===== src/rtl/hvac_zone_scheduler_if.sv =====
// hvac_zone_scheduler_if: zone request inputs and plant drive outputs of the scheduler.
interface hvac_zone_scheduler_if #(parameter int NZ = 4);
   logic [NZ-1:0] heat_req, cool_req, grant;
   logic plant_fault, heat_en, cool_en, fan_en, fault;
   logic [2:0] state;
   modport master(output heat_req, cool_req, plant_fault,
                  input grant, heat_en, cool_en, fan_en, fault, state);
   modport slave(input heat_req, cool_req, plant_fault,
                 output grant, heat_en, cool_en, fan_en, fault, state);
endinterface


===== src/rtl/hvac_zone_scheduler.sv =====
// hvac_zone_scheduler: round-robin sharing of one plant with min/max run and fan purge.
module hvac_zone_scheduler #(
   parameter int NZ = 4,
   parameter int MIN_RUN = 8,
   parameter int MAX_RUN = 32,
   parameter int DEAD_TIME = 4
) (
   input logic clk,
   input logic reset,
   hvac_zone_scheduler_if.slave s
);
   localparam int PW = $clog2(NZ);
   localparam int RW = $clog2(MAX_RUN + 1);
   localparam int DW = $clog2(DEAD_TIME + 1);
   typedef enum logic [2:0] {IDLE = 3'd0, HEAT = 3'd1, COOL = 3'd2, PURGE = 3'd3, FAULT = 3'd4} state_t;
   state_t st;
   logic [NZ-1:0] grant, valid;
   logic heat_en, cool_en, fan_en, fault;
   logic [PW-1:0] rr_ptr, gidx, pick;
   logic [RW-1:0] run_cnt;
   logic [DW-1:0] purge_cnt;
   logic lost, others, rel;
   assign valid = s.heat_req ^ s.cool_req;
   assign others = |(valid & ~grant);
   assign lost = st == HEAT ? !(s.heat_req[gidx] && !s.cool_req[gidx])
                            : !(s.cool_req[gidx] && !s.heat_req[gidx]);
   assign rel = (lost && run_cnt >= RW'(MIN_RUN - 1)) || (run_cnt >= RW'(MAX_RUN - 1) && others);
   // descending scan so the closest valid zone at or after rr_ptr wins
   always_comb begin
      pick = '0;
      for (int k = NZ - 1; k >= 0; k--)
         if (valid[(int'(rr_ptr) + k) % NZ]) pick = PW'((int'(rr_ptr) + k) % NZ);
   end
   always_ff @(posedge clk or posedge reset)
      if (reset) begin
         st <= IDLE;
         grant <= '0;
         heat_en <= 1'b0;
         cool_en <= 1'b0;
         fan_en <= 1'b0;
         fault <= 1'b0;
         rr_ptr <= '0;
         gidx <= '0;
         run_cnt <= '0;
         purge_cnt <= '0;
      end else if (s.plant_fault) begin
         st <= FAULT;
         grant <= '0;
         heat_en <= 1'b0;
         cool_en <= 1'b0;
         fan_en <= 1'b0;
         fault <= 1'b1;
      end else
         case (st)
            IDLE:
               if (|valid) begin
                  st <= s.heat_req[pick] ? HEAT : COOL;
                  grant <= NZ'(1) << pick;
                  heat_en <= s.heat_req[pick];
                  cool_en <= s.cool_req[pick];
                  fan_en <= 1'b1;
                  run_cnt <= '0;
                  gidx <= pick;
               end
            HEAT, COOL:
               if (rel) begin
                  st <= PURGE;
                  grant <= '0;
                  heat_en <= 1'b0;
                  cool_en <= 1'b0;
                  purge_cnt <= '0;
                  rr_ptr <= gidx == PW'(NZ - 1) ? '0 : gidx + 1'b1;
               end else if (run_cnt != RW'(MAX_RUN))
                  run_cnt <= run_cnt + 1'b1;
            PURGE:
               if (purge_cnt == DW'(DEAD_TIME - 1)) begin
                  st <= IDLE;
                  fan_en <= 1'b0;
               end else
                  purge_cnt <= purge_cnt + 1'b1;
            FAULT: begin
               st <= PURGE;
               fan_en <= 1'b1;
               fault <= 1'b0;
               purge_cnt <= '0;
            end
            default: st <= IDLE;
         endcase
   assign s.grant = grant;
   assign s.heat_en = heat_en;
   assign s.cool_en = cool_en;
   assign s.fan_en = fan_en;
   assign s.fault = fault;
   assign s.state = st;
endmodule

===== src/flat_wrapper.sv =====
// flat-port wrapper written by rule: the top's interface ports become plain ports
module hvac_zone_scheduler_flat 
#(
   parameter int NZ = 4,
   parameter int MIN_RUN = 8,
   parameter int MAX_RUN = 32,
   parameter int DEAD_TIME = 4
)
  (clk, reset, s_heat_req, s_cool_req, s_plant_fault, s_grant, s_heat_en, s_cool_en, s_fan_en, s_fault, s_state);
  hvac_zone_scheduler_if #(.NZ(NZ)) s_i ();
  input logic clk;
  input logic reset;
  input wire logic [$bits(s_i.heat_req)-1:0] s_heat_req;
  input wire logic [$bits(s_i.cool_req)-1:0] s_cool_req;
  input wire logic [$bits(s_i.plant_fault)-1:0] s_plant_fault;
  output wire logic [$bits(s_i.grant)-1:0] s_grant;
  output wire logic [$bits(s_i.heat_en)-1:0] s_heat_en;
  output wire logic [$bits(s_i.cool_en)-1:0] s_cool_en;
  output wire logic [$bits(s_i.fan_en)-1:0] s_fan_en;
  output wire logic [$bits(s_i.fault)-1:0] s_fault;
  output wire logic [$bits(s_i.state)-1:0] s_state;
  assign s_i.heat_req = s_heat_req;
  assign s_i.cool_req = s_cool_req;
  assign s_i.plant_fault = s_plant_fault;
  assign s_grant = s_i.grant;
  assign s_heat_en = s_i.heat_en;
  assign s_cool_en = s_i.cool_en;
  assign s_fan_en = s_i.fan_en;
  assign s_fault = s_i.fault;
  assign s_state = s_i.state;
  hvac_zone_scheduler #(.NZ(NZ), .MIN_RUN(MIN_RUN), .MAX_RUN(MAX_RUN), .DEAD_TIME(DEAD_TIME)) u_core (.clk(clk), .reset(reset), .s(s_i));
endmodule

===== config.mk =====
export PLATFORM = sky130hd
export DESIGN_NAME = hvac_zone_scheduler_flat
export DESIGN_NICKNAME = d
export VERILOG_FILES = /design/src/rtl/hvac_zone_scheduler_if.sv /design/src/rtl/hvac_zone_scheduler.sv /design/src/flat_wrapper.sv
export SDC_FILE = /design/constraint.sdc
export NUM_CORES = 1
export LEC_CHECK = 0
export CORE_ASPECT_RATIO = 0.9
export CORE_MARGIN = 3
export CORE_UTILIZATION = 50
export CTS_BUF_LIST = sky130_fd_sc_hd__clkbuf_8
export DETAILED_ROUTE_END_ITERATION = 8
export GPL_ROUTABILITY_DRIVEN = 0
export PLACE_DENSITY = 0.77
export SETUP_SLACK_MARGIN = 0.15
export SYNTH_ARGS = -nofsm -noshare
export SYNTH_HDL_FRONTEND = slang
export SYNTH_SLANG_ARGS = --single-unit

===== constraint.sdc =====
create_clock -name clk -period 2.1 [get_ports clk]
set_input_delay 0.21 -clock clk [delete_from_list [all_inputs] [get_ports clk]]
set_output_delay 0.21 -clock clk [all_outputs]
set_load 0.01 [all_outputs]

==> impl_metrics.json, run 1 <==
{
  "status": "complete, but fails checks",
  "failing_checks": "negative setup slack",
  "remaining_drc_errors": 0,
  "grt_setup_unrepaired": "true",
  "worstSetupStartpointType": "register",
  "synth_top_flop_cell": "dfrtp_1",
  "via_to_cell_ratio": 5.88,
  "cts.reportedPaths.clkPinSlew_ns": 0.09,
  "ys_warn_count": 0,
  "worst_slew_pin_slew_ns": 0.485,
  "timing_hold_violations_final": 0,
  "design_power_total_uw": 2120,
  "finalWirelength_mm": 4.61,
  "crit_path_max_fanout": 4,
  "reg2reg_slack_ns": -0.14,
  "initial_core_util_pct": 55.0,
  "netlist.top_cell.by_area": "dfrtp_1",
  "grt_usage_pct": 25.9,
  "critical_path_arrival_ns": 2.41,
  "grt_first_pass_wirelength_mm": 7.67,
  "max_clock_freq_ghz": 0.446,
  "die_area_mm2": 0.00388,
  "floorplan.io_pins": 22,
  "maxCapViolations": 0,
  "p_leak_uw": 0.00102,
  "final-max-slew-violation-count": 0,
  "timing.setup.critical_path_class": "register to register",
  "initialDrtViolationCount": 58,
  "finish_stage_setup_viols": 19,
  "clk_path_buf_depth": 2,
  "layout_setup_ws_ns": -0.144,
  "end_kind": "register",
  "htree_levels": 1,
  "antenna_cells_inserted": 0,
  "power_switching_uw": 772,
  "drtPass1Iterations": 4,
  "synth_area_leaders": "dfrtp_1 (38%), o21ai_0 (4.7%), ha_1 (3.9%), mux2i_1 (3.8%), nand2_1 (3.8%)",
  "globalRouteOverflowTotal": 0,
  "first_global_vias": 1635,
  "r2r-end": "u_core.rr_ptr[1]$_DFFE_PP0P_",
  "final.setup_skew_ns": 0.00827,
  "yosys.area.top_type_share_pct": 37.9,
  "dp_cells": 256,
  "fill_cells": 220,
  "die_x_um": 65.4,
  "power.internal_uw": 1340,
  "synth_seq_cells": 24,
  "grt_antenna_before_repair": 0,
  "cts.root.buffer_cell": "clkbuf_8",
  "fin_crit_sh_pct": 107,
  "postSynth.asyncResetShare_pct": 100,
  "synth_edf_count": 0,
  "dr_total_vias": 1552,
  "numPortBuffers": 21,
  "cts-buffers-inserted": 3,
  "sw_frac_of_total_pct": 36.5,
  "utilization_pct": 78.1,
  "power.ir.vdd_worst_mv": 0.653,
  "area_growth_pct": 42.1,
  "syn-mean-instance-area_um2": 9.49,
  "p_per_area_mw_per_mm2": 940,
  "seq_power_share_pct": 31.6,
  "std_cell_rows": 18,
  "floorplan.core_area_mm2": 0.00288,
  "detail-route-antenna-nets": 0,
  "hold_path.class": "primary input to async pin",
  "syn_nets": 183,
  "required_time_at_the_endpoint_of_the_critical_path_ns": 2.26,
  "grt_max_degree": 25,
  "r2r_cells": 6,
  "finalWorstPathRequiredPeriod_ns": 2.24,
  "syn-instance-count": 167,
  "power_frac_comb_pct": 49.2,
  "crit-reg2reg-launch": "u_core.gidx[1]$_DFFE_PP0P_",
  "tritoncts_clock_tree": "done",
  "routed_wire_length_per_instance_um": 17.5,
  "synth.distinct_cells": 51,
  "pwr-share-clk_pct": 19.3,
  "timing.slew.headroom_pct": 67.2,
  "cts_hold_buf": 0,
  "finish.cell_count_without_fillers": 264,
  "synthesis.area_mm2": 0.00159,
  "drive_above_1_share_pct": 30.8,
  "dieHeight_um": 59.4,
  "fin_nets": 241,
  "dpl.hpwl_mm": 3.26,
  "clock_insertion_delay_worst_skew_ns": 0.27,
  "ys_seq_area_share_pct": 37.9,
  "clock_sinks": 24
}
## layer usage
| metal | vias up | global-route usage (%) | wire (um) |
|---|---|---|---|
| met5 | - | 0 | 0 |
| met4 | 0 | 9.17 | 163 |
| met3 | 23 | 6.64 | 228 |
| met2 | 57 | 47.3 | 2400 |
| met1 | 747 | 29.1 | 1820 |
| li1 | 725 | - | - |
## timing repair
item | in CTS | in global routing
setup endpoints to repair | 19 | 19
setup buffers | 4 | 0
gates resized for setup | 8 | 6
pin swaps | 7 | 1
## worst max-delay path by stage
stage / startpoint / depth (start not counted) / end
global placement: s_heat_req[1] / 7 / u_core.s.state[0]$_DFFE_PP0P_
detailed placement: s_heat_req[0] / 7 / u_core.s.state[0]$_DFFE_PP0P_
floorplan: u_core.gidx[1]$_DFFE_PP0P_ / 6 / u_core.rr_ptr[0]$_DFFE_PP0P_
global route: u_core.gidx[1]$_DFFE_PP0P_ / 7 / u_core.run_cnt[5]$_DFFE_PP0P_
finish: u_core.gidx[1]$_DFFE_PP0P_ / 6 / u_core.rr_ptr[1]$_DFFE_PP0P_
CTS: u_core.gidx[1]$_DFFE_PP0P_ / 6 / u_core.s.state[1]$_DFFE_PP0P_
## power groups by stage
stage / Sequential (uW) / Combinational, uW / Clock, uW
2_1_floorplan: 668 / 552 / 0
3_3_place_gp: 667 / 881 / 0
3_5_place_dp: 672 / 923 / 0
4_1_cts: 666 / 999 / 416
5_1_grt: 685 / 1130 / 432
6_report: 668 / 1040 / 408
## placed cells by master (no fill, tap or decap), types with 4 or more instances in the layout
cell,instances
ha_1,5
o21ai_0,13
xnor2_1,5
inv_1,9
a21oi_1,4
buf_4,39
clkdlybuf4s50_1,21
nor2_1,12
mux2i_1,6
dfrtp_1,23
nand2_1,16
## registers in the layout (all words and copies together), names as in the netlist
signal            cells
u_core.s.fan_en       1
u_core.s.fault        1
u_core.run_cnt        6
u_core.rr_ptr         2
u_core.purge_cnt      3
u_core.gidx           2
u_core.s.heat_en      1
u_core.s.state        3
u_core.s.grant        4
u_core.s.cool_en      1
## kinds of logic (layout without fill, tap and decap cells)
family | after synthesis | after routing | synth area share [%]
simple gates | 55 | 55 | 17.8
compound gates | 48 | 48 | 23.3
flops | 24 | 24 | 37.9
xor+xnor | 8 | 8 | 4.42
fa+ha+maj | 5 | 5 | 3.95
buf+inv | 16 | 73 | 3.95
mux | 11 | 11 | 8.76
## layout make-up
type	count	area, um2	area share, %
Clock buffer	3	41.3	1.83
Clock inverter	1	30.0	1.33
Inverter	9	33.8	1.50
Multi-Input combinational cell	127	992	44.1
Sequential cell	24	602	26.7
Tap cell	40	50.0	2.22
Timing Repair Buffer	60	503	22.3
## critical path, stage by stage (launching register included)
cell and delay (ns):
dfrtp_2 0.43, mux4_2 0.57, nor2b_4 0.16, a211oi_2 0.30
nor2_2 0.10, nor4_4 0.20, mux2_2 0.38
## metrics by stage
step	worst slack, ns	hold slack [ns]	setup TNS (ns)	instance area, um2
detailed placement	-0.390	0.472	-4.24	2090
global placement	-0.282	0.462	-2.84	2090
CTS	-0.103	0.285	-0.911	2230
global route	-0.229	0.322	-3.11	2250
finish	-0.144	0.274	-1.45	2250
floorplan	-0.0185	0.225	-0.0540	1590
## cell usage after synthesis (5+ instances only)
cell,number
clkbuf_1,5
inv_1,9
xnor2_1,5
nor2_1,14
nand2_1,16
mux2i_1,6
o21ai_0,15
dfrtp_1,24
ha_1,5
a21oi_1,5
(Power assumes the default switching activity.)
==> run 2, diff against run 1 <==
Settings changed: SLEW_MARGIN from default to 20.
==> results of run 2 <==
Same layout as run 1: the final DEF is identical, and so are final timing and power.
==> run 3, diff against run 2 <==
Settings changed: ABC_CLOCK_PERIOD_IN_PS from default to 2100.
==> results of run 3 <==
Same layout as run 1: the final DEF is identical, and so are final timing and power.
